$ cat src/rtl/lav_pkg.sv
// Shared program encodings, default run lengths and the program-to-duration helper.
// Optional build macro: LAV_SCHED_CANCEL_EN (per-machine abort input).
package lav_pkg;

  typedef enum logic [1:0] {
    PROG_NONE = 2'b00,
    PROG_SEC  = 2'b01,
    PROG_LAV  = 2'b10,
    PROG_PES  = 2'b11
  } prog_e;

  typedef enum logic {
    M_IDLE = 1'b0,
    M_RUN  = 1'b1
  } mstate_e;

  localparam int unsigned T_SEC_DEF = 3;
  localparam int unsigned T_LAV_DEF = 4;
  localparam int unsigned T_PES_DEF = 9;

  function automatic logic [3:0] prog_len(
    input logic [1:0]  p,
    input int unsigned ts,
    input int unsigned tl,
    input int unsigned tp
  );
    logic [3:0] len;
    unique case (p)
      PROG_SEC: len = 4'(ts);
      PROG_LAV: len = 4'(tl);
      PROG_PES: len = 4'(tp);
      default:  len = 4'd0;
    endcase
    return len;
  endfunction

endpackage

$ cat src/rtl/lav_scheduler_if.sv
// Job request handshake between a requester and the scheduler.
// Optional build macro: LAV_SCHED_CANCEL_EN (not used here).
interface lav_scheduler_if;
  logic       req_valid;
  logic [1:0] req_prog;
  logic       req_ready;
  logic       reject;

  modport master (
    output req_valid,
    output req_prog,
    input  req_ready,
    input  reject
  );

  modport slave (
    input  req_valid,
    input  req_prog,
    output req_ready,
    output reject
  );
endinterface

$ cat src/rtl/lav_machine.sv
// One wash machine: IDLE/RUN FSM with a down-counting run timer.
// Optional build macro: LAV_SCHED_CANCEL_EN adds the cancel input.
module lav_machine
  import lav_pkg::*;
#(
  parameter int unsigned T_SEC = T_SEC_DEF,
  parameter int unsigned T_LAV = T_LAV_DEF,
  parameter int unsigned T_PES = T_PES_DEF
) (
  input  logic       clk,
  input  logic       rst,
  input  logic       start,
  input  logic [1:0] start_prog,
`ifdef LAV_SCHED_CANCEL_EN
  input  logic       cancel,
`endif
  output logic       busy,
  output logic [1:0] prog,
  output logic       done
);

  mstate_e    state_q, state_d;
  logic [3:0] timer_q, timer_d;
  logic [1:0] prog_q,  prog_d;

  always_ff @(posedge clk) begin
    if (!rst) begin
      state_q <= M_IDLE;
      timer_q <= 4'd0;
      prog_q  <= PROG_NONE;
    end else begin
      state_q <= state_d;
      timer_q <= timer_d;
      prog_q  <= prog_d;
    end
  end

  always_comb begin
    state_d = state_q;
    timer_d = timer_q;
    prog_d  = prog_q;
    done    = 1'b0;
    unique case (state_q)
      M_IDLE: begin
        if (start) begin
          state_d = M_RUN;
          timer_d = prog_len(start_prog, T_SEC, T_LAV, T_PES) - 4'd1;
          prog_d  = start_prog;
        end
      end
      M_RUN: begin
        // completion takes priority over an abort in the same cycle
        if (timer_q == 4'd0) begin
          done    = 1'b1;
          state_d = M_IDLE;
          prog_d  = PROG_NONE;
`ifdef LAV_SCHED_CANCEL_EN
        end else if (cancel) begin
          state_d = M_IDLE;
          prog_d  = PROG_NONE;
`endif
        end else begin
          timer_d = timer_q - 4'd1;
        end
      end
    endcase
  end

  assign busy = (state_q == M_RUN);
  assign prog = prog_q;

endmodule

$ cat src/rtl/lav_scheduler.sv
// Job FIFO, lowest-index dispatch arbiter and reject logic for two machines.
// Optional build macro: LAV_SCHED_CANCEL_EN exposes the cancel[1:0] port.
module lav_scheduler
  import lav_pkg::*;
#(
  parameter int unsigned QDEPTH = 4,
  parameter int unsigned T_SEC  = T_SEC_DEF,
  parameter int unsigned T_LAV  = T_LAV_DEF,
  parameter int unsigned T_PES  = T_PES_DEF
) (
  input  logic                  clk,
  input  logic                  rst,
  lav_scheduler_if.slave        req,
`ifdef LAV_SCHED_CANCEL_EN
  input  logic [1:0]            cancel,
`endif
  output logic [1:0]            m_busy,
  output logic [3:0]            m_prog,
  output logic [1:0]            m_done,
  output logic [3:0]            q_count
);

  localparam int unsigned AW = $clog2(QDEPTH);

  logic [1:0]    mem [QDEPTH];
  logic [AW-1:0] wr_ptr, rd_ptr;
  logic [3:0]    cnt_q;
  logic [1:0]    disp_q, disp_d;
  logic [1:0]    disp_prog_q;
  logic          reject_q;
  logic          ready, accept, pop;
  logic [1:0]    avail;

  assign ready  = (cnt_q != 4'(QDEPTH));
  assign accept = req.req_valid && ready && (req.req_prog != PROG_NONE);

  // a machine with a start already in flight is not a candidate
  assign avail = ~m_busy & ~disp_q;
  assign pop   = (cnt_q != 4'd0) && (|avail);

  always_comb begin
    disp_d = 2'b00;
    unique case (1'b1)
      avail[0]:             disp_d = 2'b01;
      avail[1] & ~avail[0]: disp_d = 2'b10;
      default:              disp_d = 2'b00;
    endcase
    if (!pop) disp_d = 2'b00;
  end

  always_ff @(posedge clk) begin
    if (rst && accept) mem[wr_ptr] <= req.req_prog;
  end

  always_ff @(posedge clk) begin
    if (!rst) begin
      wr_ptr      <= '0;
      rd_ptr      <= '0;
      cnt_q       <= 4'd0;
      disp_q      <= 2'b00;
      disp_prog_q <= PROG_NONE;
      reject_q    <= 1'b0;
    end else begin
      if (accept) wr_ptr <= wr_ptr + 1'b1;
      if (pop) begin
        rd_ptr      <= rd_ptr + 1'b1;
        disp_prog_q <= mem[rd_ptr];
      end
      cnt_q    <= cnt_q + {3'b000, accept} - {3'b000, pop};
      disp_q   <= disp_d;
      reject_q <= req.req_valid && !accept;
    end
  end

  assign req.req_ready = ready;
  assign req.reject    = reject_q;
  assign q_count       = cnt_q;

  for (genvar i = 0; i < 2; i++) begin : g_m
    lav_machine #(
      .T_SEC (T_SEC),
      .T_LAV (T_LAV),
      .T_PES (T_PES)
    ) u_m (
      .clk        (clk),
      .rst        (rst),
      .start      (disp_q[i]),
      .start_prog (disp_prog_q),
`ifdef LAV_SCHED_CANCEL_EN
      .cancel     (cancel[i]),
`endif
      .busy       (m_busy[i]),
      .prog       (m_prog[2*i +: 2]),
      .done       (m_done[i])
    );
  end

endmodule

$ cat src/flat_wrapper.sv
// flat-port wrapper written by rule: the top's interface ports become plain ports
module lav_scheduler_flat import lav_pkg::*;
#(
  parameter int unsigned QDEPTH = 4,
  parameter int unsigned T_SEC  = T_SEC_DEF,
  parameter int unsigned T_LAV  = T_LAV_DEF,
  parameter int unsigned T_PES  = T_PES_DEF
)
  (clk, rst, m_busy, m_prog, m_done, q_count, req_req_valid, req_req_prog, req_req_ready, req_reject);
  lav_scheduler_if req_i ();
  input  logic clk;
  input  logic rst;
  output logic [1:0] m_busy;
  output logic [3:0] m_prog;
  output logic [1:0] m_done;
  output logic [3:0] q_count;
  input wire logic [$bits(req_i.req_valid)-1:0] req_req_valid;
  input wire logic [$bits(req_i.req_prog)-1:0] req_req_prog;
  output wire logic [$bits(req_i.req_ready)-1:0] req_req_ready;
  output wire logic [$bits(req_i.reject)-1:0] req_reject;
  assign req_i.req_valid = req_req_valid;
  assign req_i.req_prog = req_req_prog;
  assign req_req_ready = req_i.req_ready;
  assign req_reject = req_i.reject;
  lav_scheduler #(.QDEPTH(QDEPTH), .T_SEC(T_SEC), .T_LAV(T_LAV), .T_PES(T_PES)) u_core (.clk(clk), .rst(rst), .req(req_i), .m_busy(m_busy), .m_prog(m_prog), .m_done(m_done), .q_count(q_count));
endmodule
$ cat config.mk
export PLATFORM = sky130hd
export DESIGN_NAME = lav_scheduler_flat
export DESIGN_NICKNAME = d
export VERILOG_FILES = /design/src/rtl/lav_pkg.sv /design/src/rtl/lav_scheduler_if.sv /design/src/rtl/lav_machine.sv /design/src/rtl/lav_scheduler.sv /design/src/flat_wrapper.sv
export SDC_FILE = /design/constraint.sdc
export NUM_CORES = 1
export LEC_CHECK = 0
export ABC_CLOCK_PERIOD_IN_PS = 3400
export BUFFER_PORTS_ARGS = -buffer_cell sky130_fd_sc_hd__buf_2
export CORE_MARGIN = 4
export CORE_UTILIZATION = 55
export DETAILED_ROUTE_END_ITERATION = 16
export GPL_TIMING_DRIVEN = 0
export HOLD_SLACK_MARGIN = 0.15
export PLACE_DENSITY = 0.84
export SLEW_MARGIN = 20
export SYNTH_ARGS = -nofsm -noshare
export SYNTH_HDL_FRONTEND = slang
export SYNTH_HIERARCHICAL = 1
export SYNTH_SLANG_ARGS = --single-unit
$ cat constraint.sdc
create_clock -name clk -period 3.4 [get_ports clk]
set_input_delay 0.17 -clock clk [delete_from_list [all_inputs] [get_ports clk]]
set_output_delay 0.17 -clock clk [all_outputs]
set_load 0.05 [all_outputs]
==> results.md, run 1 <==
* Die Area at about 4200 µm²
* TritonCTS buffer count at 5
* Setup TNS at 0 ns
* TritonCTS Sinks at 35
* Worst reg2reg endpoint: u_core/q_count[2]
* Drc violations at 0
* Core footprint at a little over 3000 µm²
* DRT antenna net count at 0
* Mapped Cells at ~180
* Status: complete, no violations
* Synth Area in Simple Gates at 23.1%
* Worst Path Required at 3.62 ns
* Largest net degree at the start of global routing at 11
* Critical-path cell list: inv_1, ha_1, nor3b_2, nor2_1, inv_1, ha_1, inv_1, ha_1, inv_1, fa_1, xor2_1, nor2_1
* Hold WS at about 0.17 ns
* Register area share after synthesis at 43.5%
* Setup CP Type: reg -> reg
* Combinational share of power at 52.6%
* Part of the power in registers at between 30% and 40%
* RR Startpoint: u_core/q_count[3]
* Clock Power Share at roughly 11%
* Die height at around 65 µm
* Max-cap violations at 0
* Ports at 19
* Post-DP HPWL at 2340 µm
* Pre-CTS setup slack at 1.05 ns
* Grt total ovfl at 0
* First-pass GRT wire length at approximately 5700 µm
* DR vias at 1356
* # H-tree levels at 2
* Period minus WS final at 2.39 ns
* XOR/XNOR share of the synthesized area at less than 1%
* Root buf cell: clkbuf_4
* Sw Pwr at 0.802 mW
* Longest Clk Path Bufs at 2
* Ys async rst share at 0%
* Synthesized cell area at 1800 µm²
* Tot GR Track Use at between 15 and 20%
* Slew headroom at roughly 67%
* Final count of negative-setup-slack endpoints at 0
* Power density cells at 911 nW/µm²
* Yosys warns at 6
* Initial antenna violation count at 0
* Max incr delay on CP at 0.36 ns
* Die width at 65.1 µm
* Site row count at 20
* First DRT Iteration DRCs at 60
* Synthesis-stage register bit count at 35
* Fin. Hold Viols at 0
* Hold path startpoint: rst
* Post-synth EDFFs at 8
* TritonCTS clock tree: built
* WHS Path Cells at 2
* Adder-cell share of the synthesized area at 9.48%
* Reg clk slew, reported paths at around 0.090 ns
* Leak Pwr at about 0.89 nW
* Post-synth top cells: dfxtp_1 (27), a21oi_1 (16), inv_1 (15)
* Library cells used by synthesis at 36
* Flop-to-flop setup slack at 1.01 ns
* WP data arrival at 2.62 ns
* Hold endpoint: u_core/g_m[0].u_m/timer_q[2]
* DRT Pass-1 Iters at 4
* Max-slew violations at 0
* Post-route setup slack at 1.01 ns
* Post-CTS setup buffers at 0
* CP endpoint kind: flip-flop
* Final wirelength at roughly 3100 µm
* # diodes at 0
* Finished Core Util at 65.6%
* Avg Cell Area, Syn at a little under 10 µm²
* Skew final at 0.00469 ns
* Layout cells sized above 1 at 16.7%
* Wire per inst at 12.2 µm
* PortBufs at 18
* Largest cells by area after synthesis: dfxtp_1 (30%), edfxtp_1 (13%), ha_1 (8.4%)
* VDD IR max at 0.407 mV
* Final #Nets at 227
* Synthesized Nets at approximately 200
* Share of the synthesized area in the top cell type at 30.1%
* Top cell by count, worst path: inv_1
* Worst Reg-to-Reg Cells at 12
* Area Growth Syn to Fin at 12.5%
* Sw frac at 43.6%
* Yosys top cell by area: dfxtp_1
* RSZ-0062 raised after global routing: false
* Later-pin clock latency in the skew report at 0.33 ns
* Worst path slowest cell: fa_1
* Period utilization at a little over two thirds
* Hold Crit Class: in -> reg
* Top FF cell, synth: dfxtp_1
* Internal at 1.04 mW
* Main combinational cell family by area after synthesis: simple AND/OR/NAND/NOR gates
* Placer congestion estimate at 0.766
* CP Max Fanout at 6
* Count leader, synth: dfxtp_1
* Worst Setup Start Kind: flip-flop
* Synth Area in Compound Gates at around 11%
* Vias in the first global route at 1338
* Initial Utilization at between 50% and 60%
* Vias/cell at 5.34
* Fmax at 418 MHz
* Post-synthesis mux area share at between 7 and 8%
* Measured slew at the worst slew-check pin at 0.489 ns
==> flip-flops by register name, summed over array words and instances, names as in the netlist <==
signal / cells
u_core/disp_prog_q: 2
u_core/disp_q: 2
u_core/g_m.u_m/busy: 2
u_core/g_m.u_m/prog: 4
u_core/g_m.u_m/timer_q: 8
u_core/mem: 8
u_core/q_count: 4
u_core/rd_ptr: 2
u_core/req.reject: 1
u_core/wr_ptr: 2
==> logic make-up (layout without fill, tap and decap cells) <==
family                   after synthesis  in the layout
AND/OR/NAND/NOR                       74             74
flip-flops                            35             35
AO/OA/AOI/OAI                         30             30
buffers and inverters                 18             47
adder cells (fa/ha/maj)               13             13
multiplexers                          10             10
XOR/XNOR                               1              1
==> layer usage <==
layer	part of all wire, %	vias up	global-route usage [%]
met5	0	-	0
met3	3.8	5	5.64
met2	50	18	30.5
li1	-	696	-
met4	1.1	0	6.48
met1	45	637	19.8
==> cell usage in the layout (no fill, tap or decap), types with 2 or more instances in the layout <==
cell           netlist  routed
a21oi_1             16      16
and2b_1              2       2
and3_1               4       4
buf_2                0      18
buf_4                2       2
clkbuf_1             0       3
clkbuf_4             0       5
dfxtp_1             27      27
dlygate4sd3_1        0       3
edfxtp_1             8       8
ha_1                12      12
inv_1               15      15
mux2_2               2       2
mux2i_1              6       6
mux4_1               2       2
nand2_1             12      12
nand2b_1             8       8
nand3_1             13      13
nor2_1              14      14
nor2b_1              2       2
nor3_1               3       3
nor3b_1              3       3
o21ai_0              6       6
o221a_1              2       2
o22ai_4              2       2
or2_4                2       2
or2b_1               2       2
or3_1                3       3
or4b_4               2       2
==> final cells by class <==
| class | count | area, µm² |
|---|---|---|
| buffer | 3 | 26.3 |
| clock buffer | 8 | 48.8 |
| tap | 44 | 55.1 |
| fill | 275 | 1060 |
| sequential | 35 | 781 |
| multi-input combinational | 128 | 932 |
| inverter | 15 | 56.3 |
| timing repair buffer | 21 | 120 |
==> how the worst max path moves through the flow <==
stage	startpoint	endpoint	cells past startpoint
6_report	u_core/q_count[3]	u_core/q_count[2]	12
5_1_grt	u_core/q_count[2]	u_core/q_count[2]	11
4_1_cts	u_core/q_count[3]	u_core/q_count[2]	12
3_5_place_dp	u_core/q_count[3]	u_core/q_count[2]	12
3_3_place_gp	u_core/q_count[3]	u_core/q_count[2]	12
2_1_floorplan	u_core/q_count[3]	u_core/q_count[2]	12
==> critical path, delay by kind of cell, from the launching register on <==
family                   cells  cell delay [ns]
AND/OR/NAND/NOR              3             0.51
buffers and inverters        4             0.27
adder cells (fa/ha/maj)      4             0.97
XOR/XNOR                     1             0.19
flip-flops                   1             0.34
==> timing repair <==
item                      4_1_cts  5_1_grt
hold buffers                    3        0
hold endpoints to repair        9        0
gates resized for setup         0        0
==> stage by stage <==
step | total power [mW] | instance area, µm² | cells
finish | 1.84 | 2020 | 254
global route | 2.02 | 2020 | 254
CTS | 1.86 | 2020 | 254
detailed placement | 1.64 | 1940 | 243
global placement | 1.61 | 1940 | 243
floorplan | 1.45 | 1800 | 181
==> power by group through the flow <==
stage | Combinational [mW] | Sequential (mW) | Clock, mW
after global routing | 1.10 | 0.688 | 0.235
after CTS | 0.972 | 0.667 | 0.217
after global placement | 0.939 | 0.673 | 0
after floorplan | 0.678 | 0.769 | 0
final | 0.968 | 0.666 | 0.206
after detailed placement | 0.964 | 0.677 | 0
Power figures use the tool's default switching activity.
==> run 2, diff against run 1 <==
Settings changed: ABC_CLOCK_PERIOD_IN_PS 3400 to 2300.
Clock period 3.4 ns to 2.3 ns, I/O delays scaled along.
==> run 2 against run 1 <==
  * Core utilization grew 1.5 points
  * Via count is essentially flat
  * Critical path depth is the same
  * Combinational power grew 52%
  * Sequential share of layout area shrank 0.65 points
  * Die area is the same
  * Largest power group unchanged
==> results.md, run 2 (same netlist as run 1, synthesis figures left out) <==
* Met1 usage at 19.6% (-0.24 points)
* Drc violations at 0 (unchanged)
* First-pass GRT wire length at 5620 µm (-0.85%)
* Measured slew at the worst slew-check pin at 0.333 ns (-0.156 ns)
* Later-pin clock latency in the skew report at 0.33 ns (about the same)
* Dpl cell area at 1950 µm² (+0.39%)
* Period minus WS final at 2.18 ns (-0.219 ns)
* Grt met3 use at 5.30% (-0.34 points)
* Filler instances at 245 (-11%)
* GRT met2 Usage at 30.3% (-0.26 points)
* TritonCTS Sinks at 35 (unchanged)
* Area Growth Syn to Fin at 15.1%
* Worst Reg-to-Reg Cells at 12 (unchanged)
* Die height at 65.1 µm (unchanged)
* Most common cell after layout, fill and taps aside: dfxtp_1
* Core footprint at 3080 µm² (unchanged)
* Longest Clk Path Bufs at 2 (unchanged)
* TritonCTS buffer count at 5 (unchanged)
* Initial Utilization at 58.3% (unchanged)
* Fin. Hold Viols at 0 (unchanged)
* DR vias at 1355 (-0.074%)
* Period utilization at 94.6% (+24 points)
* Busiest layer in global routing: met2
* Finished Core Util at 67.2% (+1.5 points)
* Power density cells at 1360 nW/µm² (+49%)
* Worst Setup Start Kind: flip-flop
* Status: complete, no violations
* VDD IR max at 0.644 mV (+58%)
* TritonCTS clock tree: built
* Final #Nets at 229 (+0.88%)
* Commonest cells after routing, fill and taps aside: dfxtp_1 (25), buf_2 (18), a21oi_1 (16), inv_1 (15)
* PortBufs at 18 (unchanged)
* Register Area at 786 µm² (+0.64%)
* Reg clk slew, reported paths at 0.10 ns (about the same)
* Max-cap violations at 0 (unchanged)
* Vias in the first global route at 1332 (-0.45%)
* Layout cells sized above 1 at 19.8% (+3.1 points)
* Slew headroom at 77.6% (+10 points)
* Site row count at 20 (unchanged)
* Final instance area at 2070 µm² (+2.4%)
* Final count of negative-setup-slack endpoints at 0 (unchanged)
* Tot GR Track Use at 17.1% (-0.37 points)
* WP data arrival at 2.39 ns (-0.23 ns)
* # H-tree levels at 2 (unchanged)
* Ports at 19 (unchanged)
* Combined area of the multi-input logic cells at 946 µm² (+1.5%)
* Die Area at 4240 µm² (unchanged)
* Grt total ovfl at 0 (unchanged)
* DRT antenna net count at 0 (unchanged)
* Total power draw at 2.81 mW (+53%)
* Die width at 65.1 µm (unchanged)
* Leak Pwr at 0.910 nW (+2.5%)
* Vias/cell at 5.29 (-0.85%)
* Hold WS at 0.477 ns (+0.308 ns)
* DRT Pass-1 Iters at 5 (+1)
* Placer congestion estimate at 0.762 (-0.53%)
* Skew final at 0.0101 ns (+0.00539 ns)
* Top flop regs: u_core/g_m.u_m/timer_q (8), u_core/mem (8)
* Final wirelength at 3360 µm (+8.5%)
* Largest net degree at the start of global routing at 12 (+1)
* Worst Path Required at 2.52 ns (-1.10 ns)
* Post-DP HPWL at 2410 µm (+3.0%)
* CP Max Fanout at 4 (-2)
* Wire per inst at 13.1 µm (+7.7%)
* WHS Path Cells at 2 (unchanged)
* Setup CP Type: reg -> reg
* # diodes at 0 (unchanged)
* Max-slew violations at 0 (unchanged)
* Hold Crit Class: reg -> reg
* CP endpoint kind: flip-flop
* First DRT Iteration DRCs at 74 (+23%)
* Fmax at 460 MHz (+10%)
* Initial antenna violation count at 0 (unchanged)
* Root buf cell: clkbuf_4
==> run 2: cell count changes in the layout (fill, tap and decap cells not counted), sizes merged <==
| cell | previous run | this run |
|---|---|---|
| clkinv | 0 | 1 |
| buf | 21 | 22 |
| dlygate4sd3 | 3 | 4 |
| clkbuf | 8 | 7 |
==> run 2: report_power, final <==
group / internal (mW) / total (mW) / switching [mW] / leakage, nW
registers: 0.796 / 1.00 / 0.209 / 0.295
logic: 0.646 / 1.47 / 0.822 / 0.579
clock network: 0.148 / 0.341 / 0.193 / 0.0353
total: 1.59 / 2.81 / 1.22 / 0.910
==> run 2: stage by stage <==
| stage | setup slack, ns | instances | setup TNS [ns] |
|---|---|---|---|
| 6_report | 0.125 | 256 | 0 |
| 5_1_grt | -0.00820 | 256 | -0.00820 |
| 4_1_cts | 0.0179 | 255 | 0 |
| 3_5_place_dp | 0.0298 | 243 | 0 |
| 3_3_place_gp | 0.0484 | 243 | 0 |
| 2_1_floorplan | 0.00497 | 181 | 0 |
==> run 2: final cells by class <==
type                            count  area share, %
Inverter                           15           2.72
Buffer                              3           1.27
Tap cell                           44           2.66
Clock inverter                      1          0.242
Multi-Input combinational cell    128           45.8
Timing Repair Buffer               23           6.66
Sequential cell                    35           38.0
Clock buffer                        7           2.66
==> run 2: worst paths after layout <==
kind,slack [ns],end,from
worst min register to register,0.48,u_core/g_m[0].u_m/prog[1],u_core/g_m[0].u_m/prog[1]
worst max register to register,0.12,u_core/q_count[2],u_core/q_count[3]
worst min-delay path,0.48,u_core/g_m[0].u_m/prog[1],u_core/g_m[0].u_m/prog[1]
worst max-delay path,0.12,u_core/q_count[2],u_core/q_count[3]
==> run 2: repair_timing <==
| item | CTS | global route |
|---|---|---|
| hold endpoints to repair | 13 | 0 |
| buffers inserted | 0 | 1 |
| hold buffers | 4 | 0 |
| endpoints found under the setup margin | 0 | 3 |
| resized for setup | 0 | 2 |
==> run 2: routing by layer <==
| layer | routed length (µm) | vias up |
|---|---|---|
| met4 | 6 | 0 |
| met2 | 1740 | 19 |
| met1 | 1500 | 637 |
| met5 | 0 | - |
| li1 | - | 696 |
| met3 | 117 | 3 |
==> run 2: critical path, stage by stage (launching register included) <==
cell and delay, ns:
dfxtp_4 0.35, inv_1 0.05, ha_1 0.16, nor3b_2 0.18
nor2_2 0.15, inv_1 0.06, ha_1 0.29, inv_1 0.06
ha_1 0.17, inv_1 0.06, fa_1 0.37, xor2_1 0.13
nor2_1 0.05
